===== src/rtl/uart_pkg.sv =====
// Shared types and constants for the UART transmit controller.
package uart_pkg;

    typedef enum logic [1:0] {
        StIdle,
        StStart,
        StData,
        StStop
    } tx_state_e;

    localparam logic [1:0] ADDR_DATA   = 2'd0;
    localparam logic [1:0] ADDR_DIV    = 2'd1;
    localparam logic [1:0] ADDR_STATUS = 2'd2;

    localparam logic [15:0] DIV_RESET_DEFAULT = 16'd868;

endpackage


===== src/rtl/uart_fifo.sv =====
// Synchronous byte FIFO with full/empty flags and an occupancy count.
module uart_fifo #(
    parameter int unsigned Depth = 8,
    parameter int unsigned Width = 8
) (
    input  logic                         clk_i,
    input  logic                         rst_ni,
    input  logic                         push_i,
    input  logic [Width-1:0]             wdata_i,
    input  logic                         pop_i,
    output logic [Width-1:0]             rdata_o,
    output logic                         full_o,
    output logic                         empty_o,
    output logic [$clog2(Depth+1)-1:0]   count_o
);

    localparam int unsigned PtrW = $clog2(Depth);
    localparam int unsigned CntW = $clog2(Depth + 1);

    logic [Width-1:0] mem_q [Depth];
    logic [PtrW-1:0]  wr_ptr_q, wr_ptr_d;
    logic [PtrW-1:0]  rd_ptr_q, rd_ptr_d;
    logic [CntW-1:0]  count_q, count_d;
    logic             do_push, do_pop;

    assign full_o  = (count_q == CntW'(Depth));
    assign empty_o = (count_q == '0);
    assign count_o = count_q;
    assign rdata_o = mem_q[rd_ptr_q];

    // Flags are sampled before this cycle's pop, so a push into a full FIFO is lost.
    assign do_push = push_i && !full_o;
    assign do_pop  = pop_i && !empty_o;

    always_comb begin
        wr_ptr_d = wr_ptr_q;
        rd_ptr_d = rd_ptr_q;
        count_d  = count_q;
        if (do_push) begin
            wr_ptr_d = wr_ptr_q + PtrW'(1);
        end
        if (do_pop) begin
            rd_ptr_d = rd_ptr_q + PtrW'(1);
        end
        case ({do_push, do_pop})
            2'b10:   count_d = count_q + CntW'(1);
            2'b01:   count_d = count_q - CntW'(1);
            default: count_d = count_q;
        endcase
    end

    always_ff @(posedge clk_i or negedge rst_ni) begin
        if (!rst_ni) begin
            wr_ptr_q <= '0;
            rd_ptr_q <= '0;
            count_q  <= '0;
        end else begin
            wr_ptr_q <= wr_ptr_d;
            rd_ptr_q <= rd_ptr_d;
            count_q  <= count_d;
        end
    end

    always_ff @(posedge clk_i) begin
        if (do_push) begin
            mem_q[wr_ptr_q] <= wdata_i;
        end
    end

endmodule


===== src/rtl/uart_tx_ctrl.sv =====
// CPU-programmable UART transmitter: register file, TX FIFO and 8N1 framing FSM.
module uart_tx_ctrl
    import uart_pkg::*;
#(
    parameter int unsigned FIFO_DEPTH = 8,
    parameter logic [15:0] DIV_RESET  = DIV_RESET_DEFAULT
) (
    input  logic        clk,
    input  logic        rst,
    input  logic        wr_en,
    input  logic        rd_en,
    input  logic [1:0]  addr,
    input  logic [31:0] wdata,
    output logic [31:0] rdata,
    output logic        uart_s_out,
    output logic        tx_busy
);

    localparam int unsigned CntW = $clog2(FIFO_DEPTH + 1);

    logic            fifo_push, fifo_pop, fifo_full, fifo_empty;
    logic [7:0]      fifo_head;
    logic [CntW-1:0] fifo_count;
    logic [3:0]      count4;
    logic            wr_data;

    tx_state_e   state_q, state_d;
    logic [15:0] div_reg_q, div_reg_d;
    logic [15:0] div_act_q, div_act_d;
    logic [15:0] baud_cnt_q, baud_cnt_d;
    logic [2:0]  bit_idx_q, bit_idx_d;
    logic [7:0]  shift_q, shift_d;
    logic        line_q, line_d;
    logic        ovf_q, ovf_d;
    logic        baud_done;

    logic unused_wdata;
    assign unused_wdata = ^wdata[31:16];

    uart_fifo #(
        .Depth (FIFO_DEPTH),
        .Width (8)
    ) u_fifo (
        .clk_i   (clk),
        .rst_ni  (rst),
        .push_i  (fifo_push),
        .wdata_i (wdata[7:0]),
        .pop_i   (fifo_pop),
        .rdata_o (fifo_head),
        .full_o  (fifo_full),
        .empty_o (fifo_empty),
        .count_o (fifo_count)
    );

    assign wr_data   = wr_en && (addr == ADDR_DATA);
    assign fifo_push = wr_data && !fifo_full;
    assign tx_busy   = (state_q != StIdle) || !fifo_empty;
    assign count4    = 4'(fifo_count);
    assign baud_done = (baud_cnt_q == 16'd0);

    always_comb begin
        div_reg_d = div_reg_q;
        ovf_d     = ovf_q;
        if (wr_en && (addr == ADDR_DIV)) begin
            div_reg_d = (wdata[15:0] == 16'd0) ? 16'd1 : wdata[15:0];
        end
        if (wr_data && fifo_full) begin
            ovf_d = 1'b1;
        end else if (wr_en && (addr == ADDR_STATUS) && wdata[2]) begin
            ovf_d = 1'b0;
        end
    end

    always_comb begin
        state_d    = state_q;
        div_act_d  = div_act_q;
        baud_cnt_d = baud_cnt_q;
        bit_idx_d  = bit_idx_q;
        shift_d    = shift_q;
        line_d     = line_q;
        fifo_pop   = 1'b0;
        unique case (state_q)
            StIdle: begin
                line_d = 1'b1;
                if (!fifo_empty) begin
                    fifo_pop   = 1'b1;
                    shift_d    = fifo_head;
                    div_act_d  = div_reg_q;
                    baud_cnt_d = div_reg_q - 16'd1;
                    line_d     = 1'b0;
                    state_d    = StStart;
                end
            end
            StStart: begin
                if (baud_done) begin
                    line_d     = shift_q[0];
                    shift_d    = shift_q >> 1;
                    bit_idx_d  = 3'd0;
                    baud_cnt_d = div_act_q - 16'd1;
                    state_d    = StData;
                end else begin
                    baud_cnt_d = baud_cnt_q - 16'd1;
                end
            end
            StData: begin
                if (baud_done) begin
                    baud_cnt_d = div_act_q - 16'd1;
                    if (bit_idx_q == 3'd7) begin
                        line_d  = 1'b1;
                        state_d = StStop;
                    end else begin
                        line_d    = shift_q[0];
                        shift_d   = shift_q >> 1;
                        bit_idx_d = bit_idx_q + 3'd1;
                    end
                end else begin
                    baud_cnt_d = baud_cnt_q - 16'd1;
                end
            end
            StStop: begin
                if (baud_done) begin
                    // Back-to-back frames: the next start bit follows the stop bit directly.
                    if (!fifo_empty) begin
                        fifo_pop   = 1'b1;
                        shift_d    = fifo_head;
                        div_act_d  = div_reg_q;
                        baud_cnt_d = div_reg_q - 16'd1;
                        line_d     = 1'b0;
                        state_d    = StStart;
                    end else begin
                        line_d  = 1'b1;
                        state_d = StIdle;
                    end
                end else begin
                    baud_cnt_d = baud_cnt_q - 16'd1;
                end
            end
            default: begin
                line_d  = 1'b1;
                state_d = StIdle;
            end
        endcase
    end

    always_ff @(posedge clk or negedge rst) begin
        if (!rst) begin
            state_q    <= StIdle;
            div_reg_q  <= DIV_RESET;
            div_act_q  <= DIV_RESET;
            baud_cnt_q <= 16'd0;
            bit_idx_q  <= 3'd0;
            shift_q    <= 8'd0;
            line_q     <= 1'b1;
            ovf_q      <= 1'b0;
        end else begin
            state_q    <= state_d;
            div_reg_q  <= div_reg_d;
            div_act_q  <= div_act_d;
            baud_cnt_q <= baud_cnt_d;
            bit_idx_q  <= bit_idx_d;
            shift_q    <= shift_d;
            line_q     <= line_d;
            ovf_q      <= ovf_d;
        end
    end

    assign uart_s_out = line_q;

    always_comb begin
        rdata = 32'd0;
        if (rd_en) begin
            case (addr)
                ADDR_DIV:    rdata = {16'd0, div_reg_q};
                ADDR_STATUS: rdata = {20'd0, count4, 4'd0, fifo_empty, ovf_q, fifo_full, tx_busy};
                default:     rdata = 32'd0;
            endcase
        end
    end

endmodule


===== config.mk =====
export PLATFORM = sky130hd
export DESIGN_NAME = uart_tx_ctrl
export DESIGN_NICKNAME = d
export VERILOG_FILES = /design/src/rtl/uart_pkg.sv /design/src/rtl/uart_fifo.sv /design/src/rtl/uart_tx_ctrl.sv
export SDC_FILE = /design/constraint.sdc
export NUM_CORES = 1
export LEC_CHECK = 0
export CAP_MARGIN = 0
export CORE_MARGIN = 5
export CORE_UTILIZATION = 58
export DETAILED_ROUTE_END_ITERATION = 16
export DONT_BUFFER_PORTS = 1
export HOLD_SLACK_MARGIN = 0.15
export PLACE_DENSITY = 0.76
export SLEW_MARGIN = 20
export SYNTH_ARGS = -nofsm -noshare
export SYNTH_HDL_FRONTEND = slang
export SYNTH_SLANG_ARGS = --single-unit

===== constraint.sdc =====
create_clock -name clk -period 2.9 [get_ports clk]
set_clock_uncertainty 0.2 [all_clocks]
set_input_delay 0.29 -clock clk [delete_from_list [all_inputs] [get_ports clk]]
set_output_delay 0.29 -clock clk [all_outputs]
set_load 0.01 [all_outputs]

Word-level counts from Yosys, hierarchy flattened

Memories as Yosys holds them, arrays and structs flattened.
Index checks and enable logic that the tools add are counted.

Shift-type cells: 0
Add/sub/neg operators: 8
Div/mod/pow operators: 0
Equal/unequal tests: 15
Reductions and logical operators: 27
Bitwise operators: 0
Mux-type cells: 41
Multipliers: 0
Order comparisons: 0

Operators with widths:

| cell                    | number |
|---|---|
| $mux W16                | 7 |
| $pmux W16 S2            | 2 |
| $pmux W16 S3            | 1 |
| $sub A16 B1 Y16 const B | 3 |
| $mux W8                 | 5 |
| $logic_not A16 Y1       | 2 |
| $pmux W8 S4             | 1 |
| $mux W1                 | 12 |
| $ne A2 B2 Y1 const B    | 6 |
| $mux W2                 | 5 |
| $reduce_bool A2 Y1      | 5 |
| $add A3 B1 Y3 const B   | 3 |
| $mux W3                 | 3 |
| $eq A2 B2 Y1 const B    | 4 |
| $logic_and A1 B1 Y1     | 8 |
| $pmux W2 S4             | 1 |
| $pmux W4 S2             | 1 |
| $reduce_and A4 Y1       | 2 |
| $eq A2 B1 Y1 const B    | 3 |
| $pmux W3 S2             | 1 |
| $reduce_and A5 Y1       | 1 |
| $add A4 B1 Y4 const B   | 1 |
| $eq A4 B4 Y1 const B    | 1 |
| $logic_not A2 Y1        | 2 |
| other kinds (10)        | 11 |

Memories: 1
Output and inout port bits: 34
Latch bits: 0
Input bits: 38
Flip-flop bits (word level): 73
Word-level logic and storage cells: 103
Memory bits (read-only): 0
Memory bits (writable): 64

Memories:

| name         | depth | bits a word | read ports | clocked after Yosys merged registers in | wr ports | RTL line        | source |
|---|---|---|---|---|---|---|---|
| u_fifo.mem_q | 8     | 8           | 1          | 0                                       | 1        | uart_fifo.sv:20 | `logic [Width-1:0] mem_q [Depth];` |

Logic depth before layout (Yosys ltp)

Word-level depth: 7
Mapped depth: 13
Mapped depth without buffers: 13

Cells and area by module

A second synthesis with hierarchy kept.

Cells, all modules: 622
Area total of the unflattened synthesis: 7329.5 um2

By module, submodules not included:

| module       | cells each | sequential area each (um2) | area each (um2) | instances |
|---|---|---|---|---|
| uart_tx_ctrl | 461        | 1590.3                     | 4207.8          | 1 |
| uart_fifo    | 161        | 2172.1                     | 3121.7          | 1 |

Worst setup path after synthesis

OpenSTA, ideal clock, no wires.

Path type: flip-flop to flip-flop
From: reg baud_cnt_q[6]
To: reg u_fifo.count_q[3] (netlist: u_fifo.count_o[3])
Slack: -0.124 ns
Path buffers: 0
Stages on the path, launching flop included: 12
Data required time: 2.575 ns
Library setup time: 0.125 ns
Arrival time: 2.699 ns
Cell sequence: dfrtp_1 > nor4_2 > and4_1 > a21oi_1 > nor3_1 > ha_1 > ha_1 > a21o_1 > a21oi_1 > xnor2_1 > nor2_1 > xor2_1

Cells in the longest elaborated chain, start to end: 6
Elaborated cells on any way between the ends: 8
Those cells by class: eq/ne: 2; mux: 3; reduce/logical: 3

RTL lines:

| element                                           | RTL line            | source |
|---|---|---|
| start: declaration                                | uart_tx_ctrl.sv:30  | `logic [15:0] baud_cnt_q, baud_cnt_d;` |
| start signal: assignment                          | uart_tx_ctrl.sv:159 | `baud_cnt_q <= baud_cnt_d;` |
| $logic_not A16 Y1 *                               | uart_tx_ctrl.sv:59  | `assign baud_done = (baud_cnt_q == 16'd0);` |
| $mux W1 *                                         | uart_tx_ctrl.sv:121 | `if (baud_done) begin` |
| $pmux W1 S2 *                                     | uart_tx_ctrl.sv:82  | `unique case (state_q)` |
| $logic_and A1 B1 Y1 *                             | uart_fifo.sv:33     | `assign do_pop = pop_i && !empty_o;` |
| via u_fifo.do_pop                                 | uart_fifo.sv:24     | `logic do_push, do_pop;` |
| $eq A2 B1 Y1 or $eq A2 B2 Y1 (tied branches)      | uart_fifo.sv:45     | `case ({do_push, do_pop})` |
| $pmux W4 S2 or $reduce_bool A2 Y1 (tied branches) | --                  |  |
| end signal: assignment                            | uart_fifo.sv:60     | `count_q <= count_d;` |
| end: declaration                                  | uart_fifo.sv:23     | `logic [CntW-1:0] count_q, count_d;` |

Mark *: on every way through the listed nets, which the timed path passes. The rest lies on a longest branch.
A chain may end at the register's enable or synchronous reset.

Final worst setup path

From: reg baud_cnt_q[0]
To: reg u_fifo.count_q[3] (netlist: u_fifo.count_o[3])

Same word-level chain as after synthesis.

==> impl_metrics.json <==
{
  "status": "finished clean",
  "cpMostUsedCell": "ha_4",
  "required_ns": 2.99,
  "crit_type": "register to register",
  "clk_pin_slew_ns": 0.06,
  "cts-root-buf": "clkbuf_16",
  "grt_overflow": 0,
  "wl_per_cell_um": 20.40,
  "synth_edf_count": 64,
  "worst-path-buf-inv": 1,
  "rsz0062_at_grt": "false",
  "synth.avg_cell_area_sq_um": 11.46,
  "reg2regPathDepth": 13,
  "drv_cap": 0,
  "setup_tns_ns": 0,
  "slew_headroom_pct": 45.85,
  "dpl.hpwl_um": 11480,
  "htree_levels": 4,
  "ys_top_cells_by_area": "edfxtp_1 (27%), dfrtp_1 (21%), mux2_2 (5.0%)",
  "async_flop_share_pct": 53.28,
  "die_x_um": 121.8,
  "setup_viol": 0,
  "reg2reg_to": "u_fifo.count_o[3]$_DFFE_PN0P_",
  "drt_pre_antenna_iters": 7,
  "area_growth_pct": 18.11,
  "crit_start": "baud_cnt_q[0]$_DFF_PN0_",
  "reg2reg_slack_ns": 0.11,
  "num_rows": 40,
  "grt_use_total_pct": 24.78,
  "fin_util_pct": 70.66,
  "layout.nets": 741,
  "drcViolationCount": 0,
  "p_leak_nw": 3.320,
  "synth-seq-cells": 137,
  "dieArea_sq_um": 14830,
  "routed_wl_um": 17630,
  "gp_congestion": 0.9430,
  "grt_pass1_vias": 5260,
  "powerDensity_nw_per_um2": 1100,
  "clock_latency_ns": 0.42,
  "netlist.area_leader.share_pct": 26.52,
  "yosys.area.top_type": "edfxtp_1",
  "numCtsBuffers": 17,
  "tritoncts": "done",
  "numClockSinks": 137,
  "reg2reg_from": "baud_cnt_q[0]$_DFF_PN0_",
  "core_sq_um": 12110,
  "grt_antenna_before_repair": 0,
  "viasPerCell": 6.200,
  "io_buffers": 0,
  "period_share_pct": 96.04,
  "grt_pass1_wl_um": 28100,
  "ys_types": 65,
  "slowest_delay_ns": 0.39,
  "fin_crit_ns": 2.785,
  "num_vias": 5357,
  "finalHoldViolCount": 0,
  "hold_ws_ns": 0.2025,
  "drive_gt1_share_pct": 22.84,
  "netlist_area_sq_um": 7246,
  "ys.flop_type": "edfxtp_1",
  "critPathArrivalTime_ns": 2.88,
  "crit_path_start_kind": "register",
  "num_io_pins": 72,
  "worst_pin_slew_ns": 0.8092,
  "yosys_warnings": 0,
  "synthCells": 632,
  "grt_max_degree": 74,
  "ant_nets": 0,
  "ir_drop_uv": 665.1,
  "drt_iter0_drc": 501,
  "worstHoldPathType": "input port to asynchronous set/reset pin",
  "endpoint_kind": "register",
  "max_freq_ghz": 0.3591,
  "die_h_um": 121.8,
  "worstPathCellList": "inv_2 > ha_4 > nor4b_4 > and4_1 > a21oi_2 > nor3_4 > ha_4 > ha_4 > a21o_1 > a21oi_2 > xnor2_1 > nor2_1 > xor2_1",
  "slew_violations": 0,
  "seq_area_frac_synth_pct": 51.93,
  "cpLargestDelayFamily": "simple AND/OR/NAND/NOR gates",
  "start_util_pct": 59.82,
  "n_fill_cell": 820,
  "cpMaxStageDelayCell": "dfrtp_1",
  "clockBufferDepth": 2,
  "antenna_cells": 0,
  "cp_max_fo": 2
}
worst max-delay path by stage:
stage | end | slack [ns] | cells past startpoint
detailed placement | u_fifo.count_o[3]$_DFFE_PN0P_ | -0.16 | 13
CTS | u_fifo.count_o[3]$_DFFE_PN0P_ | -0.03 | 13
global placement | u_fifo.count_o[3]$_DFFE_PN0P_ | -0.03 | 13
global route | u_fifo.count_o[3]$_DFFE_PN0P_ | 0.03 | 12
finish | u_fifo.count_o[3]$_DFFE_PN0P_ | 0.11 | 13
floorplan | u_fifo.count_o[3]$_DFFE_PN0P_ | 0.01 | 11
cells in the final DEF, fill, tap and decap left out, types with 5 or more instances in the layout:
cell type / Yosys / routed
edfxtp_1: 64 / 64
dfrtp_1: 62 / 62
nand2_1: 56 / 56
nor2_1: 51 / 51
buf_4: 17 / 43
o21ai_0: 36 / 36
mux2_2: 32 / 32
a21oi_1: 30 / 28
xor2_1: 23 / 23
dlygate4sd3_1: 0 / 20
clkbuf_16: 0 / 17
xnor2_1: 16 / 16
mux4_2: 16 / 16
conb_1: 1 / 16
inv_1: 17 / 15
ha_1: 19 / 15
a22oi_1: 13 / 13
nand3_1: 13 / 13
dfstp_2: 11 / 11
nor4_1: 12 / 10
and3_1: 9 / 9
o211ai_1: 8 / 8
mux2i_1: 8 / 8
or4_1: 7 / 7
nor3_1: 8 / 6
o221ai_1: 5 / 5
o21a_1: 5 / 5
o31ai_1: 5 / 5
or3_1: 5 / 5
worst register-to-register path, cell delays in order (launching register included):
cell and delay (ns):
dfrtp_1 0.39, inv_2 0.08, ha_4 0.14, nor4b_4 0.22, and4_1 0.27, a21oi_2 0.09
nor3_4 0.23, ha_4 0.20, ha_4 0.19, a21o_1 0.16, a21oi_2 0.13, xnor2_1 0.13
nor2_1 0.08, xor2_1 0.14
layer usage:
metal | global-route usage (%) | up-vias | wire length [um]
met3 | 6.685 | 33 | 1422
met1 | 33.44 | 2671 | 7336
met4 | 8.403 | 0 | 357
met5 | 0 | - | 0
li1 | - | 2419 | -
met2 | 39.12 | 234 | 8510
layout make-up:
cell class | count | area, sq um | share of cell area, %
Sequential cell | 137 | 3762 | 43.96
Multi-Input combinational cell | 444 | 3342 | 39.05
Tap cell | 168 | 210.2 | 2.456
Inverter | 18 | 67.56 | 0.7895
Clock buffer | 17 | 425.4 | 4.971
Timing Repair Buffer | 65 | 561.8 | 6.564
Clock inverter | 15 | 188.9 | 2.208
cells by family (layout without fill, tap and decap cells):
| logic type | after synthesis | after routing | synth area share, % |
|---|---|---|---|
| multiplexers | 56 | 56 | 11.05 |
| flip-flops | 137 | 137 | 51.93 |
| XOR/XNOR | 39 | 39 | 4.714 |
| other | 1 | 16 | 0.05175 |
| adder cells (fa/ha/maj) | 20 | 20 | 3.557 |
| buffers and inverters | 66 | 115 | 4.455 |
| AO/OA/AOI/OAI | 130 | 130 | 11.71 |
| AND/OR/NAND/NOR | 183 | 183 | 12.54 |
where the power goes:
group          leakage, nW  switching, mW  total [mW]  internal (mW)
Combinational         1.57           2.14        4.01           1.86
Clock                0.296          0.876        2.25           1.37
Sequential            1.46          0.604        3.16           2.55
Yosys cell counts (all sizes together), types with 3 or more instances:
master  count
a211oi      4
a21oi      30
a22o        3
a22oi      13
and3        9
buf        25
clkbuf     23
dfrtp      62
dfstp      11
edfxtp     64
ha         19
inv        17
mux2       32
mux2i       8
mux4       16
nand2      56
nand2b      4
nand3      13
nand4       3
nor2       51
nor3        8
nor4       14
o211ai      8
o21a        5
o21ai      36
o221ai      5
o31ai       5
or3         5
or4         8
xnor2      16
xor2       23
registers in the layout, summed over array words and instances (netlist names):
name and count:
bit_idx_q 3, u_fifo.mem_q 64, uart_s_out 1, u_fifo.count_o 4
u_fifo.wr_ptr_q 3, baud_cnt_q 16, ovf_q 1, div_reg_q 16
state_q 2, u_fifo.rd_ptr_q 3, shift_q 8, div_act_q 16
repair_timing:
action | CTS | global route
setup buffers | 3 | 2
resized for setup | 11 | 8
hold endpoints to repair | 157 | 0
hold buffers | 21 | 0
endpoints found under the setup margin | 2 | 5
pin swaps | 10 | 7
stage by stage:
step	area (sq um)	total power, mW	worst slack, ns	cells
after detailed placement	7566	6.818	-0.1617	806
after global routing	8558	9.980	0.02555	864
after global placement	7561	6.638	-0.02667	806
final	8558	9.412	0.1149	864
after CTS	8492	9.256	-0.03056	862
after floorplan	7307	5.748	0.01026	647
(Power assumes the default switching activity.)
